File: src/rtl/regfile_sb.sv
// Parametrised register file with busy scoreboard: 1 write, 2 async reads, r0 hardwired to zero.
// Optional write-through forwarding to the read ports when REGFILE_BYPASS_EN is defined.
module regfile_sb #(
  parameter int WIDTH  = 32,
  parameter int ADDR_W = 5
) (
  input  logic              clock,
  input  logic              ctrl_reset,
  input  logic              ctrl_writeEnable,
  input  logic [ADDR_W-1:0] ctrl_writeReg,
  input  logic [WIDTH-1:0]  data_writeReg,
  input  logic              ctrl_markBusy,
  input  logic [ADDR_W-1:0] ctrl_busyReg,
  input  logic [ADDR_W-1:0] ctrl_readRegA,
  input  logic [ADDR_W-1:0] ctrl_readRegB,
  output logic [WIDTH-1:0]  data_readRegA,
  output logic [WIDTH-1:0]  data_readRegB,
  output logic              busy_A,
  output logic              busy_B,
  output logic [ADDR_W-1:0] busy_count
);
  localparam int DEPTH = 2**ADDR_W;

  logic [WIDTH-1:0] mem [DEPTH];
  logic [DEPTH-1:0] busy, busy_nxt;
  logic             wr_hit, mk_hit;

  assign wr_hit = ctrl_writeEnable && (ctrl_writeReg != '0);
  assign mk_hit = ctrl_markBusy && (ctrl_busyReg != '0);

  // Mark is applied after the write clear so a new producer supersedes the old one.
  always_comb begin
    busy_nxt = busy;
    if (wr_hit) busy_nxt[ctrl_writeReg] = 1'b0;
    if (mk_hit) busy_nxt[ctrl_busyReg] = 1'b1;
  end

  function automatic logic [ADDR_W-1:0] popcnt(input logic [DEPTH-1:0] v);
    logic [ADDR_W-1:0] n;
    n = '0;
    for (int i = 1; i < DEPTH; i++) n = n + ADDR_W'(v[i]);
    return n;
  endfunction

  always_ff @(posedge clock or posedge ctrl_reset) begin
    if (ctrl_reset) begin
      for (int i = 0; i < DEPTH; i++) mem[i] <= '0;
      busy       <= '0;
      busy_count <= '0;
    end else begin
      if (wr_hit) mem[ctrl_writeReg] <= data_writeReg;
      busy       <= busy_nxt;
      busy_count <= popcnt(busy_nxt);
    end
  end

`ifdef REGFILE_BYPASS_EN
  logic fwd_a, fwd_b;
  assign fwd_a = wr_hit && !ctrl_reset && (ctrl_writeReg == ctrl_readRegA);
  assign fwd_b = wr_hit && !ctrl_reset && (ctrl_writeReg == ctrl_readRegB);
`endif

  always_comb begin
    data_readRegA = (ctrl_readRegA == '0) ? '0 : mem[ctrl_readRegA];
    data_readRegB = (ctrl_readRegB == '0) ? '0 : mem[ctrl_readRegB];
    busy_A        = busy[ctrl_readRegA];
    busy_B        = busy[ctrl_readRegB];
`ifdef REGFILE_BYPASS_EN
    // Forwarded data is about to retire its producer, so busy drops unless re-marked.
    if (fwd_a) begin
      data_readRegA = data_writeReg;
      busy_A        = mk_hit && (ctrl_busyReg == ctrl_readRegA);
    end
    if (fwd_b) begin
      data_readRegB = data_writeReg;
      busy_B        = mk_hit && (ctrl_busyReg == ctrl_readRegB);
    end
`endif
  end
endmodule

File: config.mk
export PLATFORM = sky130hd
export DESIGN_NAME = regfile_sb
export DESIGN_NICKNAME = d
export VERILOG_FILES = /design/src/rtl/regfile_sb.sv
export SDC_FILE = /design/constraint.sdc
export NUM_CORES = 2
export LEC_CHECK = 0
export BUFFER_PORTS_ARGS = -buffer_cell sky130_fd_sc_hd__buf_2
export CORE_MARGIN = 2
export CORE_UTILIZATION = 50
export DETAILED_ROUTE_END_ITERATION = 8
export PLACE_DENSITY_LB_ADDON = 0.15
export SETUP_SLACK_MARGIN = 0.5
export SLEW_MARGIN = 15
export SYNTH_ARGS = -nofsm -noshare
export SYNTH_HDL_FRONTEND = slang
export SYNTH_SLANG_ARGS = --single-unit
File: constraint.sdc
create_clock -name clock -period 53.6 [get_ports clock]
set_clock_uncertainty 0.15 [all_clocks]
set_input_delay 10.72 -clock clock [delete_from_list [all_inputs] [get_ports clock]]
set_output_delay 10.72 -clock clock [all_outputs]
set_load 0.01 [all_outputs]
# Word-level counts from Yosys, hierarchy flattened
# Cells that the tools add are included.
# classes
n_addsub	30
n_lt_le_gt_ge	10
mux	21
n_bitwise	6
reduce_logical	9
# op_table
cell	n
$bwmux 1024	1
$bmux 32 s5	2
$mux 32	9
$demux 32 s5	1
$add 5x1->5	26
$and 32x32->32	1
$not 32->32	1
$or 32x32->32	1
$lt 5x6->1 const B	4
$ge 6x6->1 const B	3
$not 5->6	3
$bmux 1 s5	2
$demux 1 s5	2
$ge 5x1->1 const B	2
$logic_not 5->1	2
$reduce_bool 5->1	2
$lt 6x1->1 const B	1
$add 4x1->5	1
$logic_and 1x1->1	5
$add 3x1->4	1
$mux 1	4
$add 2x1->3	1
$add 1x1->2	1
# totals
ff_bits	1061
input_bits	56
output_inout_bits	71

# Depth between registers and ports, before layout
# depth
depth_word	39
mapped_depth	20
depth_no_buf	18

# Least setup slack after synthesis
# Ideal clock, no wire load.
# synth_timing
kind	input-to-output
start	input ctrl_readRegB[1]
end	output data_readRegB[1]
arrival_ns	12.379
required_ns	42.730
setup_slack_ns	30.351
path_stages	8
n_path_buf	4
cell_sequence	buf_2 -> buf_4 -> buf_4 -> nor2b_1 -> clkbuf_1 -> a221oi_1 -> o21ai_0 -> a311oi_1
# synth_between
elab_chain_len	5
elab_cells_between_ends	6
cone_classes	mux (4); bitwise (1); reduce/logical (1)
# synth_lines
item	line	source
start: declaration	15	input logic [ADDR_W-1:0] ctrl_readRegB,
$not 5->6 (implied by the code)	65	data_readRegB = (ctrl_readRegB == '0) ? '0 : mem[ctrl_readRegB];
$bmux 32 s5	65	
$mux 32 (implied by the code) (2 in series)	65	
$mux 32 (*)	65	
end: declaration	17	output logic [WIDTH-1:0] data_readRegB,
# Every way passes the cells marked *; elsewhere a longest branch is shown, timed or not. The select of a mux whose other input is x is not followed.

# Worst setup path in the final report
# layout_timing
start	input ctrl_readRegA[0]
end	output data_readRegA[31]
# layout_between
elab_chain_len	5
elab_cells_between_ends	6
cone_classes	mux (4); bitwise (1); reduce/logical (1)
# layout_lines
item	line	source
start: declaration	14	input logic [ADDR_W-1:0] ctrl_readRegA,
$not 5->6 (implied by the code)	64	data_readRegA = (ctrl_readRegA == '0) ? '0 : mem[ctrl_readRegA];
$bmux 32 s5	64	
$mux 32 (implied by the code) (2 in series)	64	
$mux 32 (*)	64	
end: declaration	16	output logic [WIDTH-1:0] data_readRegA,
# Marked as above.

==> results.cfg <==
[status]
run_status = completed

[synth]
synth_cell_types = 48
syn_area_per_cell_um2 = 14.23
syn_area_mm2 = 0.05705
synth-seq-cells = 1061
yosysWarningCount = 0
synthFlopType = sky130_fd_sc_hd__dfrtp_1
synth.yosys.seq_area_share = 0.4654
syn_inst = 4009
synth_nets = 4095
synth_edf_count = 0
synth-async-reset-ratio = 1.000

[global_route]
first_global_vias = 38270
grt_max_degree = 174
global_route.overflow_total = 0
grt.total_usage = 0.3253
global_route_wire_length_before_repair_um = 276300
antenna_violations_before_repair = 7

[timing]
worstMarginPinSlew_ps = 1212
fmax_mhz = 38.64
setup_total_negative_slack_ps = 0
finalHoldViolations = 0
maxSlewHeadroom = 0.1872
post-route-min-period_ps = 25880
final-setup-viol-count = 0
fin_crit_sh = 0.4828
timing_max_transition_violations_final = 0
rsz_0062_raised_after_global_routing = false

[final_layout]
final_common_cell = sky130_fd_sc_hd__dfrtp_1
nets = 3950
drive_above_1_share = 0.4704
final_design_area_no_fill_mm2 = 0.06257
areaGrowthSynthToFinish_pct = 9.667
final_cell_count_no_fill = 5464
commonest_cells_after_routing_fill_and_taps_aside = sky130_fd_sc_hd__dfrtp_1 (1061), sky130_fd_sc_hd__mux2_2 (1057), sky130_fd_sc_hd__mux4_2 (368), sky130_fd_sc_hd__mux2i_1 (324), sky130_fd_sc_hd__clkbuf_16 (121)

[worst_setup_path]
worstSetupPathType = primary input to output pin
ff2ff_path_depth = 14
worstPathRequired_ps = 42730
start_kind = primary input
timing.critical_path.arrival_ps = 15010
setup.worst_path.end_class = output pin
critical_path_peak_fanout = 95

[power]
post-layout-total-power_mw = 2.598
seqPwrFrac = 0.414
share_comb_of_total_power = 0.266
switching_power_mw = 0.7679
p_sw_frac = 0.2955
leakage_nw = 27.99
power.density_cell_area_mw_per_mm2 = 41.53
ir_worst_vdd_uv = 86.92
power.share.clock = 0.320
p_int_mw = 1.830

[placed_design]
portBuffers = 126
place.detailed.hpwl_um = 98550
area_of_placed_instances_mm2 = 0.05859
place.gp.congestion = 0.8232
dp.cells = 5245

[route]
ant_nets = 0
via_count = 37620
vias_per_cell = 6.884
route.final.wire_length_um = 188700
detailedRoute.firstPassIterationCount = 6
wl_per_cell_um = 34.53
first_iter_violations = 3742
drcViolationCount = 0

[cts]
ctsResizeCount = 0
cts_tree = built
cts-root-buf = sky130_fd_sc_hd__clkbuf_16
clock_sink_count = 1061
numCtsBuffers = 117
postCtsSetupRepairBufs = 0
cts.htree.levels = 3
cts_hold_repair.buffers = 0
clkTransAtPathRegs_ps = 50
clockBufferDepth = 3
clk-insertion-delay-late_ps = 730

[die]
floorplan.core_area_mm2 = 0.1128
pin_count = 127
die_height_um = 341.8
placementRows = 123
die-width_um = 341.8
die_area_mm2 = 0.1168
initial_core_utilization = 0.5058

[job]
max_cap_violations = 0

[hold_path]
worst_hold_path.num_cells = 0
hp-class = register to register
[final cells by class]
type,count,area [µm²]
multi-input combinational,2454,28760
clock buffer,184,3615
inverter,34,137.6
clock inverter,29,342.8
antenna,6,15.01
fill,9138,50240
tap,1500,1877
timing repair buffer,196,1274
sequential,1061,26550
[worst max-delay path: stages]
cell and delay [ps]:
sky130_fd_sc_hd__buf_8 500, sky130_fd_sc_hd__buf_12 670, sky130_fd_sc_hd__buf_4 720, sky130_fd_sc_hd__nor2_4 70
sky130_fd_sc_hd__and3_2 480, sky130_fd_sc_hd__buf_4 390, sky130_fd_sc_hd__a211oi_1 1030, sky130_fd_sc_hd__buf_2 290
[worst paths after layout]
| kind | start | slack [ps] | to |
|---|---|---|---|
| hold / removal | mem[999] | 250 | mem[999] |
| setup reg to reg | busy[8] | 48140 | busy_count[4] |
| hold reg to reg | mem[999] | 250 | mem[999] |
| max in group asynchronous | ctrl_reset | 40370 | mem[531] |
| setup / recovery | ctrl_readRegA[0] | 27720 | data_readRegA[31] |
| min in group asynchronous | ctrl_reset | 9970 | mem[35] |
[power by group through the flow]
| stage | logic, mW | clock network [mW] | registers [mW] |
|---|---|---|---|
| global placement | 0.680 | 0 | 1.08 |
| global route | 0.764 | 0.875 | 1.10 |
| floorplan | 0.555 | 0 | 1.05 |
| finish | 0.690 | 0.832 | 1.08 |
| CTS | 0.695 | 0.843 | 1.07 |
| detailed placement | 0.693 | 0 | 1.09 |
[per-stage QoR]
stage          utilization  hold slack, ps  worst slack [ps]
2_1_floorplan            -           291.3             12860
3_3_place_gp        0.5194           227.3             27960
3_5_place_dp        0.5194           234.0             27890
4_1_cts             0.5545           246.2             27890
5_1_grt             0.5546           256.4             27730
6_report            0.5547           245.5             27720
[kinds of logic (layout without fill, tap and decap cells)]
logic type	count (synthesis)	count (layout)	synth area share
other cells	0	6	0
flops	1061	1061	0.4654
compound gates	426	426	0.05607
simple gates	244	244	0.02180
fa+ha+maj	30	30	0.009605
mux	1751	1751	0.4111
xor+xnor	3	3	0.0004606
buf+inv	494	443	0.03559
[per-layer routing]
metal	share of wire	GRT usage	wire length [µm]
met1	0.41	0.4472	77770
met2	0.47	0.5190	89170
met3	0.074	0.06039	14000
met4	0.041	0.1176	7715
met5	0.00019	0	36
[sequential cells by signal, summed over array words and instances, names as in the netlist]
name	flops
mem	1024
busy	32
busy_count	5
[cells in the mapped netlist (all sizes together) (36+ instances only)]
master,instances,area share
a21oi,36,0.0032
nand2,121,0.0083
mux2i,324,0.057
mux2,1059,0.21
dfrtp,1061,0.47
nor2b,39,0.0043
buf,166,0.014
o221ai,66,0.010
a22oi,76,0.010
o21ai,59,0.0052
clkbuf,294,0.019
a221oi,56,0.0086
a211oi,64,0.0084
mux4,368,0.15
(Power assumes the default switching activity.)
